**src/rtl/axi_stream_fork_n.sv**
```systemverilog
// axi_stream_fork_n: N-way AXI-Stream fork. One wide input beat is split into
// N_CH slices; a per-beat mask selects which channels receive their slice.
//   REG_OUT=0 : combinational fork. A per-channel done flag records channels
//               that already took the current beat so that each one fires once.
//   REG_OUT=1 : 2-entry FIFO per channel. a_ready depends only on registered
//               counts and a_mask, so no path runs from m_ready to a_ready.
// Ports:
//   clk, rst_n              clock, asynchronous active-low reset
//   a_valid/a_data/a_mask   input beat, with slice i = a_data[i*DATA_WD +: DATA_WD]
//   a_ready                 input beat accepted when a_valid & a_ready
//   m_valid/m_data/m_ready  per-channel outputs, sliced the same way as a_data
//   beat_cnt                accepted input beats, wrapping
//   drop_cnt                accepted beats with a_mask == 0, wrapping

// Logic for one output channel. ch_ok is this channel's vote toward a_ready.
module axi_stream_fork_ch #(
  parameter int DATA_WD = 8,
  parameter bit REG_OUT = 1'b0
) (
  input  logic               clk,
  input  logic               rst_n,
  input  logic               a_valid,
  input  logic               a_ready,
  input  logic               a_sel,
  input  logic [DATA_WD-1:0] a_slice,
  output logic               m_valid,
  output logic [DATA_WD-1:0] m_data,
  input  logic               m_ready,
  output logic               ch_ok
);
  logic a_fire, ch_fire;
  assign a_fire  = a_valid & a_ready;
  assign ch_fire = m_valid & m_ready;

  generate
    if (REG_OUT == 1'b0) begin : g_comb
      logic done;
      // Accepting the beat re-arms the channel. This takes priority over a
      // same-cycle delivery, because that delivery belongs to the beat now leaving.
      always_ff @(posedge clk or negedge rst_n)
        if (!rst_n)       done <= 1'b0;
        else if (a_fire)  done <= 1'b0;
        else if (ch_fire) done <= 1'b1;

      assign m_valid = a_valid & a_sel & ~done;
      assign m_data  = a_slice;
      assign ch_ok   = ~a_sel | done | m_ready;
    end else begin : g_buf
      logic [1:0][DATA_WD-1:0] mem;
      logic                    wp, rp;
      logic [1:0]              cnt;
      logic                    push, pop;

      assign push = a_fire & a_sel;
      assign pop  = ch_fire;

      always_ff @(posedge clk or negedge rst_n)
        if (!rst_n) begin
          mem <= '0;
          wp  <= 1'b0;
          rp  <= 1'b0;
          cnt <= 2'd0;
        end else begin
          if (push) begin
            mem[wp] <= a_slice;
            wp      <= ~wp;
          end
          if (pop) rp <= ~rp;
          case ({push, pop})
            2'b10:   cnt <= cnt + 2'd1;
            2'b01:   cnt <= cnt - 2'd1;
            default: ;
          endcase
        end

      assign m_valid = (cnt != 2'd0);
      assign m_data  = mem[rp];
      assign ch_ok   = ~a_sel | (cnt != 2'd2);
    end
  endgenerate
endmodule

module axi_stream_fork_n #(
  parameter int N_CH    = 4,
  parameter int DATA_WD = 8,
  parameter bit REG_OUT = 1'b0,
  parameter int CNT_WD  = 16
) (
  input  logic                    clk,
  input  logic                    rst_n,
  input  logic                    a_valid,
  input  logic [N_CH*DATA_WD-1:0] a_data,
  input  logic [N_CH-1:0]         a_mask,
  output logic                    a_ready,
  output logic [N_CH-1:0]         m_valid,
  output logic [N_CH*DATA_WD-1:0] m_data,
  input  logic [N_CH-1:0]         m_ready,
  output logic [CNT_WD-1:0]       beat_cnt,
  output logic [CNT_WD-1:0]       drop_cnt
);
  logic [N_CH-1:0]              ch_ok;
  logic [N_CH-1:0][DATA_WD-1:0] a_slices, m_slices;
  logic                         a_fire;

  assign a_slices = a_data;
  assign m_data   = m_slices;
  // An all-zero mask makes every vote 1, so those beats are accepted at once.
  assign a_ready  = &ch_ok;
  assign a_fire   = a_valid & a_ready;

  generate
    for (genvar i = 0; i < N_CH; i++) begin : g_ch
      axi_stream_fork_ch #(.DATA_WD(DATA_WD), .REG_OUT(REG_OUT)) u_ch (
        .clk     (clk),
        .rst_n   (rst_n),
        .a_valid (a_valid),
        .a_ready (a_ready),
        .a_sel   (a_mask[i]),
        .a_slice (a_slices[i]),
        .m_valid (m_valid[i]),
        .m_data  (m_slices[i]),
        .m_ready (m_ready[i]),
        .ch_ok   (ch_ok[i])
      );
    end
  endgenerate

  always_ff @(posedge clk or negedge rst_n)
    if (!rst_n) begin
      beat_cnt <= '0;
      drop_cnt <= '0;
    end else if (a_fire) begin
      beat_cnt <= beat_cnt + CNT_WD'(1);
      if (a_mask == '0) drop_cnt <= drop_cnt + CNT_WD'(1);
    end
endmodule

```
**config.mk**
```make
export PLATFORM = sky130hd
export DESIGN_NAME = axi_stream_fork_n
export DESIGN_NICKNAME = d
export VERILOG_FILES = /design/src/rtl/axi_stream_fork_n.sv
export SDC_FILE = /design/constraint.sdc
export NUM_CORES = 1
export LEC_CHECK = 0
export ABC_AREA = 1
export CORE_UTILIZATION = 30
export DETAILED_ROUTE_END_ITERATION = 8
export PLACE_DENSITY = 0.72
export RECOVER_POWER = 100
export SYNTH_ARGS = -nofsm -noshare
export SYNTH_HDL_FRONTEND = slang
export SYNTH_HIERARCHICAL = 1
export SYNTH_SLANG_ARGS = --single-unit
export TNS_END_PERCENT = 10
```
**constraint.sdc**
```tcl
create_clock -name clk -period 1.8 [get_ports clk]
set_input_delay 0.36 -clock clk [delete_from_list [all_inputs] [get_ports clk]]
set_output_delay 0.36 -clock clk [all_outputs]
set_load 0.05 [all_outputs]
```
==> metrics list, run 1 <==
* Outcome: complete, no violations
- Min Tclk post-route: 1.76 ns
* Max stage delay cell, worst path: sky130_fd_sc_hd__clkdlybuf4s50_1
* Synth Net Count: 340
- In this run the standard cell core region covers 0.00725 mm2.
* Number of buffers on the longest clock path: 2
* Setup slack on the worst flop-to-flop path: 0.29 ns
* RSZ-0062 raised after global routing: yes
- The first TritonRoute pass finished after 5 iterations.
* Final count of pins violating max slew: 0
- Timing would allow up to 569 MHz.
- The initial antenna violation count was 0.
- The library cell used most frequently in the layout, excluding fill and tap cells, is sky130_fd_sc_hd__nand2_1.
- Summing all placed instances gives a cell area of 0.00267 mm2.
- Critical Path Max Stage Delay: 0.46 ns
- The synthesized design spends more area on one cell type than any other, namely sky130_fd_sc_hd__dfrtp_1.
* Post-DRT Antenna Nets: 0
* Clock tree from TritonCTS: built
- Cells with a size suffix above 1 make up 18.4% of the layout.
- Once detailed placement completed, the half-perimeter wirelength came to 3.53 mm.
* Area added between synthesis and finish: 21.3%
- The min-delay analysis places its worst path in the category input pin to asynchronous set/reset pin.
- Logic depth of the worst path, buffers included: 7
- Worst r2r dst: drop_cnt[8]
* Measured slew at the worst slew-check pin: 0.915 ns
- The worst setup path is launched from an input pin.
* Residual DRC: 0
* Maximum Capacitance Violations: 0
* Worst Setup Slack, final: 0.0425 ns
- Worst r2r path cells: 9
- Bufs and invs on worst path: 4
* Io pins: 112
- Family of cells with the greatest summed delay on the critical path: buffers and inverters
* FF+latch count, synth: 36
- Number of sinks handled by clock tree synthesis: 36
- Vias after detailed routing: 1883
- At the worst endpoint, the arrival time is 1.40 ns.
- Number of rows created at floorplan: 31
- After clock tree synthesis, the clock-pin slew on the worst setup and hold paths is 0.07 ns.
- After synthesis, the netlist uses 22 different library cells.
- M2 GR Usage: 21.7%
* Final-report hold violation count: 0
- Number of cells produced by synthesis: 295
- Entering global routing, the biggest net connects 37 pins.
- The count of buffers added on input and output ports is 47.
- Post-synthesis instance area: 0.00225 mm2
- Traced cell by cell, the critical path runs through clkdlybuf4s50_1 > inv_1 > nand3b_1 > nand2_2 > nor2_4 > buf_6 > buf_12.
- Mean instance size in the synthesized netlist: 7.62 um2
* Die extent in x: 88.6 um
- Dividing the detail-routed via count by the number of cells gives 4.37.
- For this design the ratio of total power to cell area is 975 mW/mm2.
- Critical setup path kind: input pin to output pin
- WHS: 0.279 ns
- Crit path capture type: output pin
- In this run the tightest slew margin relative to its limit is 39.0%.
- Cell area after layout: 0.00273 mm2
- Worst IR Drop VDD: 1020 uV
- Total gr overflow: 0
- Portion of the post-synthesis area used by sequential elements: 40.1%
- Dividing the detail-routed wire length by the instance count gives 10.7 um.
- In this run the critical register-to-register path is launched from g_ch[2].u_ch/g_comb.done.
- Routability-driven placement finished with a final weighted congestion of 0.813.
- Antenna diode count: 0
- The root buffer cell chosen for the clock tree is sky130_fd_sc_hd__clkbuf_8.
- Global routing used 12.5% of the available tracks.
* Sum of routed wire length over all layers: 4.60 mm
- Global-route wire length before repair: 7.65 mm
- In this run, the number of DRC markers left after iteration 0 of detailed routing was 63.
* Most used routing layer: met2
- Clock buffer count from CTS: 5
* Number of global-route vias before repair: 1722
- For this run, the post-layout net count is 376.
- Setup violations remaining at the end of the flow were counted as 0.
- Sorting the synthesized cells by area gives the leading types as sky130_fd_sc_hd__dfrtp_1, sky130_fd_sc_hd__nand2_1, sky130_fd_sc_hd__buf_4.
- Global routing usage on met1: 15.2%
* Worst EP required: 1.44 ns
- Yosys warning total: 6
- Height of the die: 88.6 um
- Along the worst path, the maximum fanout reaches 4.
- Max H-tree Level: 2
- Clock latency of the later-clocked register in the worst-skew pair: 0.28 ns
- For this configuration, the core starts out at a cell density of 31.0%.
* Most frequent cells in the layout: sky130_fd_sc_hd__nand2_1, sky130_fd_sc_hd__dfrtp_1, sky130_fd_sc_hd__inv_1
- Once layout is complete, the utilization of the core stands at 37.6%.
- In the global route stage, met3 resource usage came out at 3.54%.
- At the placement stage, the worst setup path has a slack of -0.108 ns.
* Total Power Consumption: 2.66 mW
* Layout Skew: 0.00468 ns
- Of the available clock period, the critical path in the final layout requires 97.6%.
* Floorplan die area: 0.00784 mm2
- For this design the static power due to leakage is 1.33 nW.
- After synthesis, the largest area contributor takes up 40.1% of total cell area.
[layer usage]
layer | up-vias | wire length [um]
li1 | 963 | -
met1 | 865 | 1990
met2 | 51 | 2310
met3 | 4 | 269
met4 | 0 | 38
met5 | - | 0
[worst register-to-register path, stage by stage (launching register included)]
cell and delay, ns:
sky130_fd_sc_hd__dfrtp_1 0.38, sky130_fd_sc_hd__nand3b_1 0.13, sky130_fd_sc_hd__nand2_2 0.08, sky130_fd_sc_hd__nor2_4 0.12
sky130_fd_sc_hd__buf_4 0.12, sky130_fd_sc_hd__nand2_4 0.08, sky130_fd_sc_hd__nor2_4 0.11, sky130_fd_sc_hd__buf_12 0.16
sky130_fd_sc_hd__nand2_1 0.08, sky130_fd_sc_hd__xnor2_1 0.14
[Yosys cell counts]
cell type and number:
sky130_fd_sc_hd__inv_1 34, sky130_fd_sc_hd__nor2_4 3, sky130_fd_sc_hd__nor2_1 28, sky130_fd_sc_hd__ha_1 2
sky130_fd_sc_hd__xnor2_1 8, sky130_fd_sc_hd__nand2_4 2, sky130_fd_sc_hd__nand4_1 14, sky130_fd_sc_hd__dfrtp_1 36
sky130_fd_sc_hd__inv_2 1, sky130_fd_sc_hd__nor2_2 2, sky130_fd_sc_hd__o21ai_1 3, sky130_fd_sc_hd__nand2_2 1
sky130_fd_sc_hd__nor3_1 2, sky130_fd_sc_hd__nand3b_1 5, sky130_fd_sc_hd__buf_6 1, sky130_fd_sc_hd__o21bai_1 4
sky130_fd_sc_hd__buf_4 33, sky130_fd_sc_hd__xor2_1 8, sky130_fd_sc_hd__nand3_1 13, sky130_fd_sc_hd__nand2_1 91
sky130_fd_sc_hd__o21ai_0 3, sky130_fd_sc_hd__nor3_2 1
[through the flow]
stage          std cells  setup TNS (ns)
6_report             431               0
5_1_grt              431         -0.0405
4_1_cts              430               0
3_5_place_dp         421           -1.13
3_3_place_gp         421          -0.641
2_1_floorplan        295               0
[sequential cells by signal, indices dropped and copies added (netlist names)]
register,cells
g_ch.u_ch/g_comb.done,4
beat_cnt,16
drop_cnt,16
[kinds of logic (layout without fill, tap and decap cells)]
| family | Yosys count | count (layout) | synth area share, % |
|---|---|---|---|
| simple gates | 162 | 162 | 32.6 |
| buf+inv | 69 | 106 | 17.4 |
| flops | 36 | 36 | 40.1 |
| fa+ha+maj | 2 | 2 | 1.11 |
| xor+xnor | 16 | 16 | 6.23 |
| compound gates | 10 | 10 | 2.67 |
[power breakdown]
group / switching (mW) / internal (mW) / total, mW
combinational: 0.672 / 0.309 / 0.980
sequential: 0.157 / 0.929 / 1.09
clock: 0.289 / 0.305 / 0.594
[final cells by class]
cell class / count / area [um2]
Fill cell: 769 / 4530
Multi-Input combinational cell: 190 / 973
Sequential cell: 36 / 901
Timing Repair Buffer: 63 / 505
Inverter: 35 / 131
Tap cell: 99 / 124
Clock buffer: 6 / 82.6
Clock inverter: 2 / 10.0
[repair_timing]
action                     CTS  global route
setup buffers                1             1
hold buffers                 0             0
pin swaps                    1             0
setup endpoints to repair    1             9
cloned                       0             0
resized for setup            1             6
[how the worst max path moves through the flow]
stage,endpoint,startpoint,slack (ns)
2_1_floorplan,drop_cnt[8],m_ready[0],0.13
3_3_place_gp,drop_cnt[6],m_ready[3],-0.07
3_5_place_dp,drop_cnt[6],m_ready[0],-0.11
4_1_cts,a_ready,m_ready[3],0.003
5_1_grt,a_ready,m_ready[2],-0.04
6_report,a_ready,m_ready[3],0.04
No activity file was read; power rests on OpenSTA's default activity.
==> run 2: changes to the inputs <==
--- a/config.mk
+++ b/config.mk
@@ -8,7 +8,7 @@
 export ABC_AREA = 1
 export CORE_UTILIZATION = 30
 export DETAILED_ROUTE_END_ITERATION = 8
-export PLACE_DENSITY = 0.72
+export PLACE_DENSITY = 0.7
 export RECOVER_POWER = 100
 export SYNTH_ARGS = -nofsm -noshare
 export SYNTH_HDL_FRONTEND = slang
==> run 2 against run 1 <==
  * First-iteration DRC count is 56% higher
  * Critical path depth unchanged
  * Cell area up 1.6%
  * Global-route usage grew 0.12 points
  * Maximum frequency is 0.22% higher
  * Critical path type unchanged
  * Highest routed layer unchanged
==> metrics list, run 2 (synthesis gave the netlist of run 1 again) <==
- Clock tree from TritonCTS: built
* Antenna diode count: 0
* Crit path capture type: output pin
- In this run the clock root is driven by a sky130_fd_sc_hd__clkbuf_8.
* Violation count after the first detailed-routing iteration: 98
- I/O Buffers: 47
- Pin placement for this block handled 112 I/O pins.
* RSZ-0062 raised after global routing: yes
* DPL Wire Length: 3.40 mm
- Number of sinks handled by clock tree synthesis: 36
- The largest registers in the layout are beat_cnt (16), drop_cnt (16), g_ch.u_ch/g_comb.done (4).
* Final count of negative-setup-slack endpoints: 0
* Number of rows created at floorplan: 31
* Worst r2r path cells: 9
- In this run the static leakage power is 1.37 nW.
* Clock latency of the later-clocked register in the worst-skew pair: 0.29 ns
- Global-route wire length before repair: 7.83 mm
- The critical path is of the input pin to output pin type.
* Min Tclk post-route: 1.75 ns
* Hold Buf Count CTS: 0
- CTS built an H-tree with a depth of 2.
- STA classifies the critical path startpoint as an input pin.
* Total track usage: 12.7%
* Initial antenna violation count: 0
- For this run, the post-layout net count is 372.
- Height of the die: 88.6 um
* Number of iterations in the first detailed-routing pass: 4
- In the routed design, unresolved DRC markers number 0.
- For this configuration, the core starts out at a cell density of 31.0%.
- The number of global-route vias before repair was 1762.
- Layout cell share with drive strength beyond 1: 21.3%
- Outcome: complete, no violations
* Worst EP required: 1.44 ns
- In this run the worst path has a maximum fanout of 4.
- Sum of routed wire length over all layers: 4.63 mm
- The number of slew-limit violations in the final report is 0.
* Final weighted congestion in routability-driven placement: 0.838
- Via/cell ratio: 4.38
- For this run the aggregate overflow at the end of global routing stands at 0.
* Floorplan core area: 0.00725 mm2
- The die is 88.6 um wide.
* Setup slack after placement: -0.104 ns
- Area added between synthesis and finish: 23.2%
* Floorplan die area: 0.00784 mm2
- Counting the buffers created by CTS gives 5.
* Crit path launch: m_ready[3]
- Share of the cycle needed by the critical path after routing: 97.4%
- At the pin with the least slew margin, the transition time is 0.924 ns.
- The count of endpoints failing hold in the final timing report was 0.
* FF-to-FF Start: g_ch[0].u_ch/g_comb.done
- Vias after detailed routing: 1870
- WHS: 0.286 ns
* Register clock-pin slew on the reported worst setup and hold paths: 0.08 ns
- Final standard cell utilization of the core: 38.2%
* Class of the tightest hold or removal check: input pin to asynchronous set/reset pin
- Fillers: 745
- Arrival time worst endpoint: 1.39 ns
* Pwr dens: 984 mW/mm2
- Achievable Freq: 570 MHz
- Most common cell after layout, fill and taps aside: sky130_fd_sc_hd__nand2_1
- Worst IR Drop VDD: 604 uV
- Post-DRT Antenna Nets: 0
- Clock skew on the completed layout was measured at 0.00861 ns.
- Most frequent cells in the layout: sky130_fd_sc_hd__nand2_1, sky130_fd_sc_hd__dfrtp_1, sky130_fd_sc_hd__buf_4
* Maximum Capacitance Violations: 0
- The worst pin sits at a relative slew slack of 38.4%.
* Routed length per instance: 10.9 um
- Worst Setup Slack, final: 0.0465 ns
* Maximum number of pins on one net before global-route repair: 37
- The clock passes through at most 2 buffers.
[run 2: area by class of cell]
| type | count | area, um2 | area share, % |
|---|---|---|---|
| clock inverter | 2 | 10.0 | 0.361 |
| multi-input combinational | 190 | 972 | 35.1 |
| tap | 99 | 124 | 4.47 |
| inverter | 35 | 131 | 4.74 |
| sequential | 36 | 901 | 32.5 |
| timing repair buffer | 59 | 549 | 19.8 |
| clock buffer | 6 | 82.6 | 2.98 |
[run 2: what timing repair did]
| item | 4_1_cts | 5_1_grt |
|---|---|---|
| pin swaps | 1 | 2 |
| resized for setup | 2 | 5 |
| endpoints found under the setup margin | 1 | 9 |
| buffers inserted | 1 | 1 |
[run 2: metrics by stage]
stage               setup TNS (ns)  power, mW  instance area [um2]  cells
floorplan                        0       1.92                 2250    295
global placement            -0.698       2.11                 2660    417
detailed placement           -1.35       2.12                 2660    417
CTS                              0       2.75                 2770    426
global route               -0.0238       2.88                 2770    427
finish                           0       2.73                 2770    427
[run 2: per-layer routing]
layer	track usage [%]	vias up	part of all wire [%]
met4	4.25	0	0.93
met2	21.0	53	47
met3	3.54	8	6.7
met1	15.8	859	46
met5	0	-	0
li1	-	950	-
[run 2: power breakdown]
group | switching (mW) | internal, mW | total [mW]
Combinational | 0.677 | 0.362 | 1.04
Sequential | 0.161 | 0.929 | 1.09
Clock | 0.292 | 0.306 | 0.598
[run 2: worst paths after layout]
kind / to / slack, ns
hold / removal: beat_cnt[2] / 0.29
setup / recovery: a_ready / 0.05
max in group asynchronous: drop_cnt[11] / 0.95
setup reg to reg: beat_cnt[4] / 0.31
min in group clk: drop_cnt[15] / 0.50
hold reg to reg: drop_cnt[15] / 0.50
[run 2: critical path, stage by stage]
cell                              delay, ns
sky130_fd_sc_hd__clkdlybuf4s50_1       0.47
sky130_fd_sc_hd__inv_1                 0.05
sky130_fd_sc_hd__nand3b_1              0.09
sky130_fd_sc_hd__nand2_2               0.07
sky130_fd_sc_hd__nor2_4                0.09
sky130_fd_sc_hd__buf_6                 0.12
sky130_fd_sc_hd__buf_12                0.13
==> run 3: changes to the inputs <==
--- a/config.mk
+++ b/config.mk
@@ -7,6 +7,7 @@
 export LEC_CHECK = 0
 export ABC_AREA = 1
 export CORE_UTILIZATION = 30
+export CTS_BUF_LIST = sky130_fd_sc_hd__clkbuf_2 sky130_fd_sc_hd__clkbuf_4 sky130_fd_sc_hd__clkbuf_8
 export DETAILED_ROUTE_END_ITERATION = 8
 export PLACE_DENSITY = 0.7
 export RECOVER_POWER = 100
==> results of run 3 <==
Same layout as run 2: the final DEF is identical, and so are final timing and power.
